File: src/rtl/fifo_pkg.sv
// rtl/fifo_pkg.sv - shared FIFO entry types, default sizes and leading-ones helper
package fifo_pkg;

  localparam int FIFO_DATA_W     = 32;
  localparam int FIFO_DEPTH      = 16;
  localparam int FIFO_LANES      = 2;
  localparam int LEAD_ONES_MAX_W = 32;

  typedef logic [FIFO_DATA_W-1:0] fifo_word_t;

  // Length of the unbroken run of ones starting at bit 0.
  function automatic int lead_ones(input logic [LEAD_ONES_MAX_W-1:0] vec);
    int n;
    bit run;
    n   = 0;
    run = 1'b1;
    for (int i = 0; i < LEAD_ONES_MAX_W; i++) begin
      if (run && vec[i]) n = i + 1;
      else               run = 1'b0;
    end
    return n;
  endfunction

endpackage

File: src/rtl/lead_ones_count.sv
// rtl/lead_ones_count.sv - counts the prefix of asserted lanes starting at lane 0
module lead_ones_count
  import fifo_pkg::*;
#(
  parameter int N = 2,
  localparam int CW = $clog2(N + 1)
) (
  input  logic [N-1:0]  i_vec,
  output logic [CW-1:0] o_count
);

  assign o_count = CW'(lead_ones(LEAD_ONES_MAX_W'(i_vec)));

endmodule

File: src/rtl/mp_fifo.sv
// rtl/mp_fifo.sv - multi-ported FWFT FIFO with flush; MP_FIFO_ASSERT_EN enables sim checks
module mp_fifo
  import fifo_pkg::*;
#(
  parameter type T        = fifo_word_t,
  parameter int  DEPTH    = FIFO_DEPTH,
  parameter int  WR_PORTS = FIFO_LANES,
  parameter int  RD_PORTS = FIFO_LANES
) (
  input  logic                    i_clk,
  input  logic                    i_reset,
  input  logic                    i_flush,
  input  logic [WR_PORTS-1:0]     i_wr_en,
  input  T                        i_wr_data [WR_PORTS],
  output logic                    o_wr_ready,
  output logic [RD_PORTS-1:0]     o_rd_valid,
  output T                        o_rd_data [RD_PORTS],
  input  logic [RD_PORTS-1:0]     i_rd_en,
  output logic [$clog2(DEPTH):0]  o_count,
  output logic                    o_full,
  output logic                    o_empty
);

  localparam int PW  = $clog2(DEPTH);
  localparam int CW  = PW + 1;
  localparam int CNW = PW + 2;
  localparam int WNW = $clog2(WR_PORTS + 1);
  localparam int RNW = $clog2(RD_PORTS + 1);

  T                r_mem [DEPTH];
  logic [PW-1:0]   r_wr_ptr;
  logic [PW-1:0]   r_rd_ptr;
  logic [CW-1:0]   r_count;

  logic            w_clear;
  logic [WR_PORTS-1:0] w_wr_req;
  logic [RD_PORTS-1:0] w_rd_req;
  logic [WNW-1:0]  w_n_wr;
  logic [RNW-1:0]  w_n_rd;
  logic [CNW-1:0]  w_count_next;

  assign w_clear = i_reset | i_flush;

  // Status flags come only from the registered count, so there is no rd_en -> wr_ready path.
  assign o_wr_ready = (CNW'(DEPTH) - CNW'(r_count)) >= CNW'(WR_PORTS);
  assign o_full     = (r_count == CW'(DEPTH));
  assign o_empty    = (r_count == '0);
  assign o_count    = r_count;

  for (genvar g = 0; g < RD_PORTS; g++) begin : g_rd_valid
    assign o_rd_valid[g] = (r_count > CW'(g));
  end

  assign w_wr_req = i_wr_en & {WR_PORTS{o_wr_ready}};
  assign w_rd_req = i_rd_en & o_rd_valid;

  lead_ones_count #(.N(WR_PORTS)) u_wr_lead (
    .i_vec   (w_wr_req),
    .o_count (w_n_wr)
  );

  lead_ones_count #(.N(RD_PORTS)) u_rd_lead (
    .i_vec   (w_rd_req),
    .o_count (w_n_rd)
  );

  assign w_count_next = CNW'(r_count) + CNW'(w_n_wr) - CNW'(w_n_rd);

  always_ff @(posedge i_clk) begin
    if (w_clear) begin
      r_wr_ptr <= '0;
      r_rd_ptr <= '0;
      r_count  <= '0;
    end else begin
      r_wr_ptr <= r_wr_ptr + PW'(w_n_wr);
      r_rd_ptr <= r_rd_ptr + PW'(w_n_rd);
      r_count  <= CW'(w_count_next);
    end
  end

  // Storage is deliberately left unreset; validity is carried entirely by r_count.
  always_ff @(posedge i_clk) begin
    if (!w_clear) begin
      for (int i = 0; i < WR_PORTS; i++) begin
        if (i < int'(w_n_wr)) r_mem[r_wr_ptr + PW'(i)] <= i_wr_data[i];
      end
    end
  end

  always_comb begin
    for (int i = 0; i < RD_PORTS; i++) begin
      o_rd_data[i] = o_rd_valid[i] ? r_mem[r_rd_ptr + PW'(i)] : '0;
    end
  end

`ifdef MP_FIFO_ASSERT_EN
  if (!(((DEPTH & (DEPTH - 1)) == 0) && (DEPTH >= WR_PORTS) && (DEPTH >= RD_PORTS))) begin : g_bad_cfg
    $error("mp_fifo: DEPTH must be a power of two >= max(WR_PORTS, RD_PORTS)");
  end

  always @(posedge i_clk) begin
    if (!i_reset) begin
      assert ((i_wr_en & (i_wr_en + WR_PORTS'(1))) == '0)
        else $error("mp_fifo: non-prefix wr_en %b", i_wr_en);
      assert ((i_rd_en & (i_rd_en + RD_PORTS'(1))) == '0)
        else $error("mp_fifo: non-prefix rd_en %b", i_rd_en);
      assert (!(i_wr_en[0] && !o_wr_ready))
        else $error("mp_fifo: write while not ready");
      assert ((i_rd_en & ~o_rd_valid) == '0)
        else $error("mp_fifo: read of invalid lane, rd_en %b rd_valid %b", i_rd_en, o_rd_valid);
      assert (r_count <= CW'(DEPTH))
        else $error("mp_fifo: count %0d exceeds depth", r_count);
    end
  end
`endif

endmodule

File: config.mk
export PLATFORM = sky130hd
export DESIGN_NAME = mp_fifo
export DESIGN_NICKNAME = d
export VERILOG_FILES = /design/src/rtl/fifo_pkg.sv /design/src/rtl/lead_ones_count.sv /design/src/rtl/mp_fifo.sv
export SDC_FILE = /design/constraint.sdc
export NUM_CORES = 1
export LEC_CHECK = 0
export ABC_CLOCK_PERIOD_IN_PS = 8210
export BUFFER_PORTS_ARGS = -buffer_cell sky130_fd_sc_hd__buf_2
export CORE_UTILIZATION = 63
export DETAILED_ROUTE_END_ITERATION = 7
export GPL_ROUTABILITY_DRIVEN = 0
export PLACE_DENSITY = 0.81
export RECOVER_POWER = 25
export SYNTH_ARGS = -nofsm -noshare
export SYNTH_HDL_FRONTEND = slang
export SYNTH_SLANG_ARGS = --single-unit
File: constraint.sdc
create_clock -name i_clk -period 8.21 [get_ports i_clk]
set_clock_uncertainty 0.2 [all_clocks]
set_input_delay 0 -clock i_clk [delete_from_list [all_inputs] [get_ports i_clk]]
set_output_delay 0 -clock i_clk [all_outputs]
set_load 0.01 [all_outputs]
======== Yosys cells after proc, flatten, opt, wreduce, memory -nomap -nowiden ========
Memories as Yosys holds them, arrays and structs flattened. A register that Yosys moved wholly into a read port is not among the register bits.
Cells that the tools add are included.
storage, ports and cells
  memories kept ........................... 1
  bits in writable memories ............... 512
  register bits after elaboration ......... 13
  input port bits ......................... 71
  logic and storage cells ................. 38
  output and inout bits ................... 74
operators by class
  magnitude comparators ................... 5
  add/sub/neg operators ................... 7
  reduce and logical (&&, ||, !) cells .... 3
  eq/ne operators ......................... 1
  muxes and demuxes ....................... 15
  bitwise gates (word level) .............. 3
memories
  name   words  width  rd ports  clocked after Yosys merged registers in  wr ports  RTL line       RTL
  r_mem  16     32     2         1                                        2         mp_fifo.sv:30  T r_mem [DEPTH];
operators by type and width
  operator             count
  $mux 32              2
  $gt 5x1->1 const B   2
  $mux 1               10
  $add 4x1->4 const B  2
  $add 4x2->4          2
  $ge 6x2->1 const B   1
  $sub 5x5->6 const A  1
  $add 5x2->5          1
  $eq 5x5->1 const B   1
  $logic_not 5->1      1
  $sub 5x2->5          1
  $and 2x2->2          2
  $lt 1x2->1 const A   2
  $mux 2               2
  $mux 4               1
  $logic_and 1x1->1    2
  $or 1x1->1           1

======== Depth between registers and ports, before layout ========
  word-level depth ........................ 10
  mapped depth ............................ 17
  mapped depth without buffers ............ 16

======== Cells and area by module ========
A second synthesis with hierarchy kept.
unflattened totals
  cells, all modules ...................... 2239
  area, all modules ....................... 31699.2 µm²
by module, submodules not included
  module           area an instance (µm²)  times used  seq. area each (µm²)  cells each
  mp_fifo          31666.6                 1           15635.0               2235
  lead_ones_count  16.3                    2           0.0                   2

======== Worst setup path after synthesis ========
No wires, ideal clock.
  kind .................................... reg2reg
  start point ............................. reg r_count[2] (netlist: o_count[2])
  end point ............................... mem r_mem[2][0] (netlist name), enable pin
  period minus slack after synthesis ...... 5.955 ns
  arrival ................................. 5.254 ns
  required time ........................... 7.508 ns
  buffers on the path ..................... 2
  library setup time ...................... 0.502 ns
  setup slack ............................. 2.255 ns
  stages on the path, launching flop included .. 11
  cell sequence ........................... dfxtp_1 inv_1 ha_1 and2_1 ha_1 nor3b_1 o211ai_2 buf_2 o211ai_1 buf_2 nor4_1
RTL lines
  what                    RTL line       RTL
  from (decl)             mp_fifo.sv:33  logic [CW-1:0] r_count;
  from (signal assigned)  mp_fifo.sv:77  r_count <= CW'(w_count_next);
  to (decl)               mp_fifo.sv:30

==> flow_summary_export.csv <==
group,metric,value,unit
sta,fin_ws,2.339,ns
hold_path,min_to,"r_mem[12][2]$_DFFE_PP_",
die,start_util,0.6435,
yosys,synth_cells,1884,
placement,dp.cells,2490,
sta,final_max_slew_viol_count,277,
cells_and_area,seq_area,15640,sq um
cells_and_area,drive_gt1_frac,0.4313,
placement,dp_hpwl,46840,um
yosys,ys_seq_area_frac,0.5057,
cts,tritoncts,"built",
status,status,"finished with violations",
sta,slew_headroom,-1.173,
critical_path,cp_max_fo,19,
cts,cts_made_buffers,55,
yosys,yosysWarningCount,0,
cts,clk_path_buf_depth,3,
yosys,synth_area,30920,sq um
global_route,antenna_found_initial,2,
critical_path,r2r-end,"r_mem[15][23]$_DFFE_PP_",
critical_path,reg2regPathDepth,10,
cts,post_cts_resized,0,
sta,grt_setup_unrepaired,"no",
yosys,ys_ff_latch,525,
route,vias,19940,
global_route,grt_util_all_layers,0.3620,
yosys,async_flop_share,0,
yosys,synth.distinct_cells,46,
sta,setup_viol,0,
route,wirelength,89450,um
placement,place_area,32160,sq um
die,num_rows,80,
route,drc_errors,0,
sta,period_minus_slack,5.871,ns
critical_path,arrival,6.04,ns
cts,clk_latency,0.62,ns
yosys,ys.flop_type,"edfxtp_1",
critical_path,r2r_start,"o_count[2]$_SDFF_PP0_",
critical_path,r2r_slack,2.34,ns
cells_and_area,multi_input_area,14420,sq um
critical_path,start_kind,"register",
yosys,synthesis.nets,1977,
sta,tightestPinTransition,3.259,ns
cts,htree_levels,2,
die,die-height,223.5,um
run,maxCapViolCount,12,
status,failed_checks,"capacitance limit, slew limit",
cells_and_area,post-route-cell-area,34690,sq um
global_route,grt_pass1_vias,20240,
global_route,grt_max_degree,126,
sta,layout_worst_path_cycle_share,0.7151,
cells_and_area,post-route-util,0.7220,
global_route,grt_pass1_wl,130600,um
die,boundaryPins,145,
cts,cts.clk_slew.worst_paths,0.06,ns
hold_path,hold_path_depth,3,
placement,place_ws,4.023,ns
cts,cts_sinks,525,
cells_and_area,synthToLayoutAreaGrowth,12.20,%
critical_path,path_class,"register to register",
route,drtIter0Drc,2560,
critical_path,cp_data_required_time,8.38,ns
route,viasPerCell,7.397,
die,die_x,223.5,um
sta,tns,0,ns
hold_path,hp-start,"i_wr_data[2]",
route,ant_nets,0,
power,p_leak,11.55,nW
yosys,syn_area_per_cell,16.41,sq um
placement,port_buffers,144,
hold_path,worstHoldPathType,"primary input to register",
route,wl_per_cell,33.18,um
cells_and_area,fill_cells,3027,
global_route,overflow,0,
die,dieArea,49960,sq um
cells_and_area,fin_nets,2131,
die,core-area,48050,sq um
cts,root_buffer,"clkbuf_16",
sta,hold_viol,0,
yosys,synth_edf_count,512,
critical_path,critPathCaptureType,"register",
power,peakVddDrop,190.0,uV
cells_and_area,final_cells,2696,
route,first_pass_iters,5,
sta,fmax,170.3,MHz
power,power_density,222.7,nW/um^2
[final cells by class]
| type | instances | area share |
|---|---|---|
| Clock buffer | 67 | 0.04220 |
| Timing Repair Buffer | 303 | 0.06204 |
| Antenna cell | 1 | 0.00007214 |
| Tap cell | 615 | 0.02218 |
| Inverter | 16 | 0.001731 |
| Sequential cell | 525 | 0.4509 |
| Multi-Input combinational cell | 1137 | 0.4158 |
| Clock inverter | 32 | 0.005050 |
[state kept, by name (all words and copies together), names as in the netlist]
| register | flops |
|---|---|
| r_rd_ptr | 4 |
| r_mem | 512 |
| r_wr_ptr | 4 |
| o_count | 5 |
[how the worst max path moves through the flow]
stage,from,endpoint,cells past startpoint
2_1_floorplan,o_count[2]$_SDFF_PP0_,r_mem[2][0]$_DFFE_PP_,10
4_1_cts,r_rd_ptr[1]$_SDFF_PP0_,o_rd_data[1],7
6_report,o_count[2]$_SDFF_PP0_,r_mem[15][23]$_DFFE_PP_,10
3_3_place_gp,r_rd_ptr[1]$_SDFF_PP0_,o_rd_data[16],7
3_5_place_dp,o_count[2]$_SDFF_PP0_,o_count[3]$_SDFF_PP0_,15
5_1_grt,r_rd_ptr[0]$_SDFF_PP0_,o_rd_data[20],7
[stage by stage]
step	power (mW)	hold WS [ns]
detailed placement	5.387	0.2243
global route	7.966	0.2552
CTS	7.748	0.1886
floorplan	4.617	0.0009120
global placement	5.346	0.2074
finish	7.726	0.2181
[repair_timing]
item | 4_1_cts | 5_1_grt
buffers inserted | 0 | 0
hold buffers | 106 | 0
hold endpoints to repair | 525 | 0
[Yosys cell counts (all sizes together) (16+ instances only)]
cell type    n  share of area
nand2       27         0.0033
o22ai       53          0.011
edfxtp     512           0.50
clkbuf      73         0.0089
mux4       245           0.18
nor2        22         0.0027
mux2i      129          0.042
inv         16         0.0019
ha          18         0.0073
buf        133          0.020
o211ai      24         0.0070
mux2       512           0.19
[report_power, final]
part | total, mW | leakage [nW] | switching [mW] | internal [mW]
clock network | 2.34 | 0.799 | 1.05 | 1.29
registers | 3.05 | 4.72 | 0.0580 | 3.00
logic | 2.33 | 6.04 | 1.31 | 1.02
[layer usage]
layer,part of all wire,GRT usage
met4,0.042,0.1436
met1,0.37,0.4912
met5,0.000089,0
met2,0.48,0.5778
met3,0.11,0.07546
[critical path, stage by stage (launching register included)]
cell,delay [ns]
dfxtp_1,0.46
inv_1,0.12
ha_1,0.24
and2_0,0.19
ha_1,0.27
nor3b_1,0.18
o211ai_1,0.53
o211ai_1,1.81
buf_4,0.65
mux2_1,0.37
dlygate4sd3_1,0.55
[layout by cell type (no fill, tap or decap), types with 4 or more instances in the layout]
cell type	count
clkinv_1	17
nor2_1	20
fa_1	4
and2_1	6
dlygate4sd3_1	106
buf_2	134
xnor2_1	5
nand2_1	26
a221o_1	4
buf_4	36
nor4_2	5
clkbuf_1	34
nand4_1	8
nor3_1	4
o211ai_1	23
nor2b_1	4
clkbuf_16	57
mux2_2	384
ha_1	17
mux4_2	245
o22ai_1	53
and3_1	6
nor3_2	5
a21oi_1	6
clkinv_2	10
a32oi_1	8
a22o_1	4
a22oi_1	4
mux2i_1	129
inv_1	16
mux2_1	128
xor2_1	4
edfxtp_1	512
dfxtp_1	11
[cell families (layout without fill, tap and decap cells)]
| kind of cell | Yosys count | in the layout | share of synthesized area |
|---|---|---|---|
| AO/OA/AOI/OAI | 109 | 109 | 0.02582 |
| XOR/XNOR | 11 | 11 | 0.003359 |
| adder cells (fa/ha/maj) | 22 | 22 | 0.009875 |
| buffers and inverters | 222 | 418 | 0.03047 |
| flip-flops | 525 | 525 | 0.5057 |
| multiplexers | 886 | 886 | 0.4067 |
| other | 0 | 1 | 0 |
| AND/OR/NAND/NOR | 109 | 109 | 0.01801 |
Note: power is estimated with default switching activity, not from simulation.
